<file path="src/rtl/cpu_pkg.sv">
// Shared CPU datapath constants for register-file sizing and the hardwired zero register.
package cpu_pkg;

  localparam int unsigned REG_ADDR_W = 5;
  localparam int unsigned REG_DATA_W = 32;
  localparam int unsigned REG_COUNT  = 32;
  localparam logic [REG_ADDR_W-1:0] REG_ZERO = 5'd0;

endpackage

</file>
<file path="src/rtl/reg_file_2r1w_if.sv">
// Write-port and dual read-port bundle between the datapath and the register file.
interface reg_file_2r1w_if #(
  parameter int unsigned DATA_W = 32,
  parameter int unsigned ADDR_W = 5
);

  logic              we;
  logic [ADDR_W-1:0] waddr;
  logic [DATA_W-1:0] wdata;
  logic [ADDR_W-1:0] raddr_a;
  logic [ADDR_W-1:0] raddr_b;
  logic [DATA_W-1:0] rdata_a;
  logic [DATA_W-1:0] rdata_b;
  logic [15:0]       wr_cnt;

  modport master (
    output we, waddr, wdata, raddr_a, raddr_b,
    input  rdata_a, rdata_b, wr_cnt
  );

  modport slave (
    input  we, waddr, wdata, raddr_a, raddr_b,
    output rdata_a, rdata_b, wr_cnt
  );

endinterface

</file>
<file path="src/rtl/reg_wr_decoder.sv">
// One-hot write-enable decoder; entry 0 is never enabled so $0 stays zero.
module reg_wr_decoder #(
  parameter int unsigned ADDR_W = 5
) (
  input  logic                   i_we,
  input  logic [ADDR_W-1:0]      i_addr,
  output logic [(1<<ADDR_W)-1:0] o_en
);

  always_comb begin
    o_en = '0;
    if (i_we) begin
      o_en[i_addr] = 1'b1;
    end
    o_en[0] = 1'b0;
  end

endmodule

</file>
<file path="src/rtl/reg_file_2r1w.sv">
// 2-read/1-write register file with optional same-cycle write forwarding and a
// saturating committed-write counter.
module reg_file_2r1w
  import cpu_pkg::*;
#(
  parameter int unsigned DATA_W = REG_DATA_W,
  parameter int unsigned ADDR_W = REG_ADDR_W,
  parameter int unsigned BYPASS = 1
) (
  input logic            clk,
  input logic            rst_n,
  reg_file_2r1w_if.slave bus
);

  localparam int unsigned DEPTH = 1 << ADDR_W;

  logic [DATA_W-1:0] r_regs [DEPTH];
  logic [15:0]       r_wr_cnt;
  logic [DEPTH-1:0]  w_en;
  logic              w_commit;
  logic              w_fwd_a;
  logic              w_fwd_b;
  logic [DATA_W-1:0] w_rdata_a;
  logic [DATA_W-1:0] w_rdata_b;

  reg_wr_decoder #(
    .ADDR_W (ADDR_W)
  ) u_wr_decoder (
    .i_we   (bus.we),
    .i_addr (bus.waddr),
    .o_en   (w_en)
  );

  assign w_commit = |w_en;

  always_ff @(posedge clk or negedge rst_n) begin
    if (!rst_n) begin
      for (int i = 0; i < DEPTH; i++) begin
        r_regs[i] <= '0;
      end
    end else begin
      for (int i = 1; i < DEPTH; i++) begin
        if (w_en[i]) begin
          r_regs[i] <= bus.wdata;
        end
      end
    end
  end

  always_ff @(posedge clk or negedge rst_n) begin
    if (!rst_n) begin
      r_wr_cnt <= '0;
    end else if (w_commit && (r_wr_cnt != 16'hFFFF)) begin
      r_wr_cnt <= r_wr_cnt + 16'd1;
    end
  end

  // Forwarding only fires for a real commit, so a write aimed at $0 never leaks.
  assign w_fwd_a = (BYPASS != 0) && w_commit && (bus.waddr == bus.raddr_a);
  assign w_fwd_b = (BYPASS != 0) && w_commit && (bus.waddr == bus.raddr_b);

  always_comb begin
    w_rdata_a = r_regs[bus.raddr_a];
    if (w_fwd_a) begin
      w_rdata_a = bus.wdata;
    end
    if (bus.raddr_a == '0) begin
      w_rdata_a = '0;
    end
  end

  always_comb begin
    w_rdata_b = r_regs[bus.raddr_b];
    if (w_fwd_b) begin
      w_rdata_b = bus.wdata;
    end
    if (bus.raddr_b == '0) begin
      w_rdata_b = '0;
    end
  end

  assign bus.rdata_a = w_rdata_a;
  assign bus.rdata_b = w_rdata_b;
  assign bus.wr_cnt  = r_wr_cnt;

endmodule

</file>
<file path="src/flat_wrapper.sv">
// flat-port wrapper written by rule: the top's interface ports become plain ports
module reg_file_2r1w_flat import cpu_pkg::*;
#(
  parameter int unsigned DATA_W = REG_DATA_W,
  parameter int unsigned ADDR_W = REG_ADDR_W,
  parameter int unsigned BYPASS = 1
)
  (clk, rst_n, bus_we, bus_waddr, bus_wdata, bus_raddr_a, bus_raddr_b, bus_rdata_a, bus_rdata_b, bus_wr_cnt);
  reg_file_2r1w_if #(.DATA_W(DATA_W), .ADDR_W(ADDR_W)) bus_i ();
  input logic clk;
  input logic rst_n;
  input wire logic [$bits(bus_i.we)-1:0] bus_we;
  input wire logic [$bits(bus_i.waddr)-1:0] bus_waddr;
  input wire logic [$bits(bus_i.wdata)-1:0] bus_wdata;
  input wire logic [$bits(bus_i.raddr_a)-1:0] bus_raddr_a;
  input wire logic [$bits(bus_i.raddr_b)-1:0] bus_raddr_b;
  output wire logic [$bits(bus_i.rdata_a)-1:0] bus_rdata_a;
  output wire logic [$bits(bus_i.rdata_b)-1:0] bus_rdata_b;
  output wire logic [$bits(bus_i.wr_cnt)-1:0] bus_wr_cnt;
  assign bus_i.we = bus_we;
  assign bus_i.waddr = bus_waddr;
  assign bus_i.wdata = bus_wdata;
  assign bus_i.raddr_a = bus_raddr_a;
  assign bus_i.raddr_b = bus_raddr_b;
  assign bus_rdata_a = bus_i.rdata_a;
  assign bus_rdata_b = bus_i.rdata_b;
  assign bus_wr_cnt = bus_i.wr_cnt;
  reg_file_2r1w #(.DATA_W(DATA_W), .ADDR_W(ADDR_W), .BYPASS(BYPASS)) u_core (.clk(clk), .rst_n(rst_n), .bus(bus_i));
endmodule
</file>
<file path="config.mk">
export PLATFORM = sky130hd
export DESIGN_NAME = reg_file_2r1w_flat
export DESIGN_NICKNAME = d
export VERILOG_FILES = /design/src/rtl/cpu_pkg.sv /design/src/rtl/reg_file_2r1w_if.sv /design/src/rtl/reg_wr_decoder.sv /design/src/rtl/reg_file_2r1w.sv /design/src/flat_wrapper.sv
export SDC_FILE = /design/constraint.sdc
export NUM_CORES = 2
export LEC_CHECK = 0
export BUFFER_PORTS_ARGS = -buffer_cell sky130_fd_sc_hd__buf_4
export CORE_MARGIN = 3
export CORE_UTILIZATION = 50
export DETAILED_ROUTE_END_ITERATION = 16
export HOLD_SLACK_MARGIN = 0.08
export PLACE_DENSITY = 0.72
export SYNTH_ARGS = -nofsm -noshare
export SYNTH_HDL_FRONTEND = slang
export SYNTH_SLANG_ARGS = --single-unit
</file>
<file path="constraint.sdc">
create_clock -name clk -period 2.15 [get_ports clk]
set_clock_uncertainty 0.2 [all_clocks]
set_input_delay 0.43 -clock clk [delete_from_list [all_inputs] [get_ports clk]]
set_output_delay 0.43 -clock clk [all_outputs]
set_load 0.05 [all_outputs]
</file>
### Yosys cells after proc, flatten, opt, wreduce, memory -nomap -nowiden

Index checks and enable logic that the tools add are counted.
W data, S select, Z words.

| word-level totals | value |
|---|---|
| word-level logic and storage cells | 62 |
| output and inout port bits | 80 |
| register bits | 1008 |

| cells by class | value |
|---|---|
| equality and inequality tests | 3 |
| $lt $le $gt $ge | 4 |
| bitwise operators | 2 |
| muxes and demuxes | 13 |
| add/sub/neg operators | 1 |
| reduce and logical (&&, ||, !) cells | 7 |

Operators by type and width:

| cell | number |
|---|---|
| $bmux W32 S5 | 2 |
| $mux W32 | 9 |
| $reduce_or A31 Y1 | 1 |
| $add A16 B1 Y16 const B | 1 |
| $ne A16 B16 Y1 const B | 1 |
| $ge A6 B6 Y1 const B | 2 |
| $not A5 Y6 | 2 |
| $eq A5 B5 Y1 | 2 |
| $logic_not A5 Y1 | 2 |
| $lt A5 B6 Y1 const B | 1 |
| $demux W1 S5 | 1 |
| $ge A5 B1 Y1 const B | 1 |
| $logic_and A1 B1 Y1 | 4 |
| $mux W1 | 1 |

### Depth between registers and ports, before layout

| depth | value |
|---|---|
| depth after elaboration | 9 |
| depth in mapped cells | 9 |
| mapped depth without buffers | 5 |

### By module

Synthesis repeated with hierarchy kept, for this count alone.

| second synthesis, totals | value |
|---|---|
| cell total of the unflattened synthesis | 3769 |
| area total of the unflattened synthesis | 54613.6 um^2 |

By module, submodules not included:

| module | cells an instance | seq. area each (um^2) | instances | area each (um^2) |
|---|---|---|---|---|
| reg_file_2r1w | 3721 | 25224.2 | 1 | 54375.9 |
| reg_wr_decoder | 48 | 0.0 | 1 | 237.7 |

### Least setup slack after synthesis

Ideal clock, no wire load.

| timing path | value |
|---|---|
| path type | in2out |
| start point | input bus_raddr_a[0] |
| end point | output bus_rdata_a[22] |
| arrival | 2.419 ns |
| stages | 8 |
| data required time | 1.520 ns |
| path buffers | 4 |
| slack | -0.899 ns |
| cell sequence | buf_4 -> buf_6 -> clkbuf_2 -> buf_4 -> a211oi_1 -> a2111oi_0 -> a31oi_1 -> a31oi_1 |

| on the way | value |
|---|---|
| longest elaborated chain between the ends | 6 |

Ends and longest elaborated chain:

| what | line | text |
|---|---|---|
| from (decl) | flat_wrapper.sv:15 | `input wire logic [$bits(bus_i.raddr_a)-1:0] bus_raddr_a;` |
| $not A5 Y6 (not written as such) | reg_file_2r1w.sv:63 | `w_rdata_a = r_regs[bus.raddr_a];` |
| $bmux W32 S5 | reg_file_2r1w.sv:63 |  |
| $mux W32 (not written as such) (2 in series) | reg_file_2r1w.sv:63 |  |
| $mux W32 | reg_file_2r1w.sv:64 | `if (w_fwd_a) begin` |
| $mux W32 * | reg_file_2r1w.sv:67 | `if (bus.raddr_a == '0) begin` |
| to (decl) | flat_wrapper.sv:17 | `output wire logic [$bits(bus_i.rdata_a)-1:0] bus_rdata_a;` |

Every way passes the cells marked *; elsewhere a longest branch is shown, timed or not. The select of a mux whose other input is x is not followed.

### Worst setup path in the final report

| timing path | value |
|---|---|
| start point | register u_core.r_regs[831] (netlist name) |
| end point | output bus_rdata_a[31] |

| on the way | value |
|---|---|
| longest elaborated chain between the ends | 5 |

Ends and longest elaborated chain:

| what | line | text |
|---|---|---|
| from (decl) | reg_file_2r1w.sv:17 | `logic [DATA_W-1:0] r_regs [DEPTH];` |
| from (signal, indexed assignment) | reg_file_2r1w.sv:44 | `r_regs[i] <= bus.wdata;` |
| $bmux W32 S5 | reg_file_2r1w.sv:63 |  |
| $mux W32 (not written as such) (2 in series) | reg_file_2r1w.sv:63 |  |
| $mux W32 | reg_file_2r1w.sv:64 |  |
| $mux W32 | reg_file_2r1w.sv:67 |  |

No other way between the ends. The select of a mux whose other input is x is not followed.

==> metrics.txt <==
# TYPE chip_impl_metric gauge
chip_impl_metric{name="comb_power_share",unit=""} 0.263
chip_impl_metric{name="power_per_cell_area",unit="nW/µm²"} 848
chip_impl_metric{name="dp_hpwl",unit="mm"} 129
chip_impl_metric{name="first_global_vias",unit=""} 45350
chip_impl_info{name="worstSetupPathType",value="reg2out"} 1
chip_impl_metric{name="core-area",unit="µm²"} 111000
chip_impl_metric{name="tritoncts_num_sinks",unit=""} 1008
chip_impl_metric{name="cap_violations",unit=""} 0
chip_impl_info{name="status",value="finished, violations left"} 1
chip_impl_metric{name="cp_max_fo",unit=""} 3
chip_impl_metric{name="initial_core_util",unit=""} 0.505
chip_impl_metric{name="avgSynthCellArea",unit="µm²"} 12.6
chip_impl_metric{name="layout_worst_path_cycle_share",unit=""} 1.45
chip_impl_metric{name="synthDistinctLibCells",unit=""} 61
chip_impl_metric{name="total_die_area",unit="µm²"} 116000
chip_impl_info{name="cts_tree",value="done"} 1
chip_impl_metric{name="sequential_to_total_area_share_from_yosys_stat",unit=""} 0.451
chip_impl_metric{name="via_total_after_detailed_routing",unit=""} 43946
chip_impl_metric{name="width_of_the_die",unit="µm"} 341
chip_impl_metric{name="register_bit_count_reported_by_yosys",unit=""} 1008
chip_impl_info{name="rsz0062_at_grt",value="yes"} 1
chip_impl_metric{name="finalMaxSlewViolations",unit=""} 0
chip_impl_metric{name="p_switching",unit="mW"} 18.6
chip_impl_metric{name="number_of_h_tree_levels",unit=""} 3
chip_impl_metric{name="drt-initial-drc-count",unit=""} 4644
chip_impl_info{name="final_cell_mix",value="sky130_fd_sc_hd__mux2_2, sky130_fd_sc_hd__dfrtp_1, sky130_fd_sc_hd__mux2i_1"} 1
chip_impl_metric{name="max_clock_freq",unit="GHz"} 0.320
chip_impl_metric{name="clk_transition_reported_paths",unit="ns"} 0.06
chip_impl_metric{name="clkLatencyLatePin",unit="ns"} 0.71
chip_impl_metric{name="final_area",unit="µm²"} 72500
chip_impl_metric{name="syn_to_final_growth",unit="%"} 29.5
chip_impl_metric{name="design.portCount",unit=""} 130
chip_impl_metric{name="antenna_violating_nets_post_route",unit=""} 0
chip_impl_metric{name="place_congestion",unit=""} 0.924
chip_impl_info{name="critPathCaptureType",value="output pin"} 1
chip_impl_info{name="mostFrequentLayoutCell",value="sky130_fd_sc_hd__mux2_2"} 1
chip_impl_metric{name="yosysWarningCount",unit=""} 32
chip_impl_metric{name="timing_worst_slew_pin_value",unit="ns"} 1.13
chip_impl_metric{name="number_of_antenna_violations_at_the_first_check_in_global_routing",unit=""} 6
chip_impl_metric{name="grt_pass1_wl",unit="mm"} 298
chip_impl_metric{name="seq_power_share",unit=""} 0.417
chip_impl_metric{name="setup_viol",unit=""} 64
chip_impl_info{name="startpoint_type",value="flop"} 1
chip_impl_metric{name="dpl_worst_slack",unit="ns"} -0.976
chip_impl_metric{name="postLayoutSetupSlackWorst",unit="ns"} -0.975
chip_impl_metric{name="worst_ep_arrival_time",unit="ns"} 2.49
chip_impl_metric{name="grt-ovfl-total",unit=""} 0
chip_impl_metric{name="layout.core_utilization",unit=""} 0.654
chip_impl_metric{name="synth_async_sr_flop_share",unit=""} 1.00
chip_impl_metric{name="firstDrtPassIters",unit=""} 6
chip_impl_metric{name="avgViaCountPerCell",unit=""} 6.63
chip_impl_info{name="failed_checks",value="negative setup slack"} 1
chip_impl_metric{name="synth_cells",unit=""} 4444
chip_impl_metric{name="layout.nets",unit=""} 5105
chip_impl_metric{name="place.port_buffers",unit=""} 129
chip_impl_metric{name="clock_power_share",unit=""} 0.319
chip_impl_metric{name="wire_length_per_cell",unit="µm"} 30.7
chip_impl_metric{name="p_int",unit="mW"} 42.9
chip_impl_metric{name="finalWirelength",unit="mm"} 203
chip_impl_metric{name="swShare",unit=""} 0.303
chip_impl_info{name="hold_path_class",value="in2reg"} 1
chip_impl_metric{name="synth.cell_area",unit="µm²"} 56000
chip_impl_metric{name="finalHoldViolations",unit=""} 0
chip_impl_info{name="ys_dominant_reg_cell",value="sky130_fd_sc_hd__dfrtp_1"} 1
chip_impl_metric{name="placement.cell_area",unit="µm²"} 65600
chip_impl_metric{name="track_usage",unit=""} 0.342
chip_impl_metric{name="cts_buffer_depth",unit=""} 3
chip_impl_metric{name="total_number_of_placement_rows",unit=""} 122
chip_impl_metric{name="drcViolationCount",unit=""} 0
chip_impl_metric{name="critical_path_required",unit="ns"} 1.52
chip_impl_metric{name="tritoncts.num_buffers",unit=""} 108
chip_impl_metric{name="worst_ir_drop_vdd",unit="mV"} 0.813
chip_impl_metric{name="relSlewSlack",unit=""} 0.247
chip_impl_metric{name="fp.dieH",unit="µm"} 341
chip_impl_metric{name="holdWs",unit="ns"} 0.114
chip_impl_metric{name="grt_start_max_net_pins",unit=""} 110
chip_impl_info{name="cts.root.buffer_cell",value="sky130_fd_sc_hd__clkbuf_16"} 1
chip_impl_metric{name="layout-drive-gt1-share",unit=""} 0.509
chip_impl_metric{name="synth_edf_count",unit=""} 0
chip_impl_metric{name="period_minus_slack",unit="ns"} 3.12
chip_impl_metric{name="p_leak",unit="nW"} 32.7
chip_impl_metric{name="synth.net_count",unit=""} 4495
-- flip-flops by register name, summed over array words and instances (netlist names) --
register	flops
u_core.r_regs	992
u_core.bus.wr_cnt	16
-- logic make-up (layout without fill, tap and decap cells) --
group                      after synthesis  count (layout)  share of synthesized area
AOI/OAI and AO/OA                      705             705                     0.0939
xor gates and xnor gates                21              21                    0.00329
other                                    0               3                          0
DFF                                   1008            1008                      0.451
adders and majority gates                1               1                   0.000224
buffers and inverters                  476            1173                     0.0451
muxes                                 1826            1826                      0.367
and+or+nand+nor                        407             407                     0.0400
-- cell usage after synthesis, types with 33 or more instances --
library cell	n	area, µm²
sky130_fd_sc_hd__buf_6	39	439
sky130_fd_sc_hd__nor3_1	35	175
sky130_fd_sc_hd__a211oi_1	94	706
sky130_fd_sc_hd__nand4_1	35	219
sky130_fd_sc_hd__mux4_2	68	1530
sky130_fd_sc_hd__mux2i_1	638	6390
sky130_fd_sc_hd__nor2b_1	106	663
sky130_fd_sc_hd__a22oi_1	220	1650
sky130_fd_sc_hd__o22ai_1	33	206
sky130_fd_sc_hd__dfrtp_1	1008	25200
sky130_fd_sc_hd__nand2_1	58	218
sky130_fd_sc_hd__a31oi_1	62	388
sky130_fd_sc_hd__a21oi_1	66	330
sky130_fd_sc_hd__clkbuf_1	202	758
sky130_fd_sc_hd__buf_2	157	786
sky130_fd_sc_hd__mux2_2	1103	12400
sky130_fd_sc_hd__buf_4	62	465
sky130_fd_sc_hd__nand3_1	103	515
sky130_fd_sc_hd__o21ai_0	34	170
sky130_fd_sc_hd__a221oi_1	34	298
-- path summary, 6_finish.rpt --
kind | from | to | slack [ns] | cells after the start
worst max-delay path | u_core.r_regs[831] | bus_rdata_a[31] | -0.97 | 7
worst min register to register | u_core.bus.wr_cnt[15] | u_core.bus.wr_cnt[15] | 0.29 | 1
max in group asynchronous | rst_n | u_core.r_regs[128] | 0.54 | 3
worst max register to register | u_core.bus.wr_cnt[10] | u_core.bus.wr_cnt[15] | 0.17 | 5
worst min-delay path | bus_wdata[29] | u_core.r_regs[925] | 0.11 | 3
min in group asynchronous | rst_n | u_core.r_regs[516] | 0.26 | 3
-- metrics by stage --
stage	power [mW]	TNS [ns]	instances
2_1_floorplan	34.9	-23.54	4444
3_3_place_gp	39.9	-234.40	6328
3_5_place_dp	40.5	-245.73	6328
4_1_cts	60.9	-50.69	6607
5_1_grt	63.7	-52.94	6629
6_report	61.5	-51.66	6632
-- final cells by class --
class,count,area (µm²)
antenna,3,7.51
clock buffer,157,3180
clock inverter,40,510
fill,7888,38300
inverter,4,15.0
multi-input combinational,2960,30700
sequential,1008,25200
tap,1488,1860
timing repair buffer,972,11000
-- routing by layer --
layer / part of all wire / global-route usage / routed length, µm / vias up
met2: 0.45 / 0.525 / 91100 / 2496
met1: 0.39 / 0.444 / 78700 / 22619
met4: 0.062 / 0.193 / 12500 / 4
met5: 0.00013 / 0 / 27 / -
met3: 0.10 / 0.0854 / 20900 / 690
li1: - / - / - / 18137
-- critical path, stage by stage (launching register included) --
cell and delay (ns):
sky130_fd_sc_hd__dfrtp_1 0.39, sky130_fd_sc_hd__mux4_2 0.51, sky130_fd_sc_hd__o21ai_2 0.16, sky130_fd_sc_hd__nor2_1 0.07, sky130_fd_sc_hd__nor4_2 0.26, sky130_fd_sc_hd__buf_4 0.16, sky130_fd_sc_hd__a21oi_4 0.07, sky130_fd_sc_hd__buf_6 0.17
-- power groups by stage --
stage	registers, mW	clock network, mW	logic [mW]
3_5_place_dp	25.7	0	14.8
4_1_cts	25.4	19.7	15.7
2_1_floorplan	25.1	0	9.75
6_report	25.6	19.6	16.2
5_1_grt	26.0	20.6	17.2
3_3_place_gp	25.4	0	14.4
-- timing repair --
item,CTS,global route
pin swaps,72,59
endpoints found under the hold margin,1388,0
setup endpoints to repair,64,66
setup buffers,53,26
hold buffers,31,0
cloned,14,6
resized for setup,283,124
No activity file was read; power rests on OpenSTA's default activity.
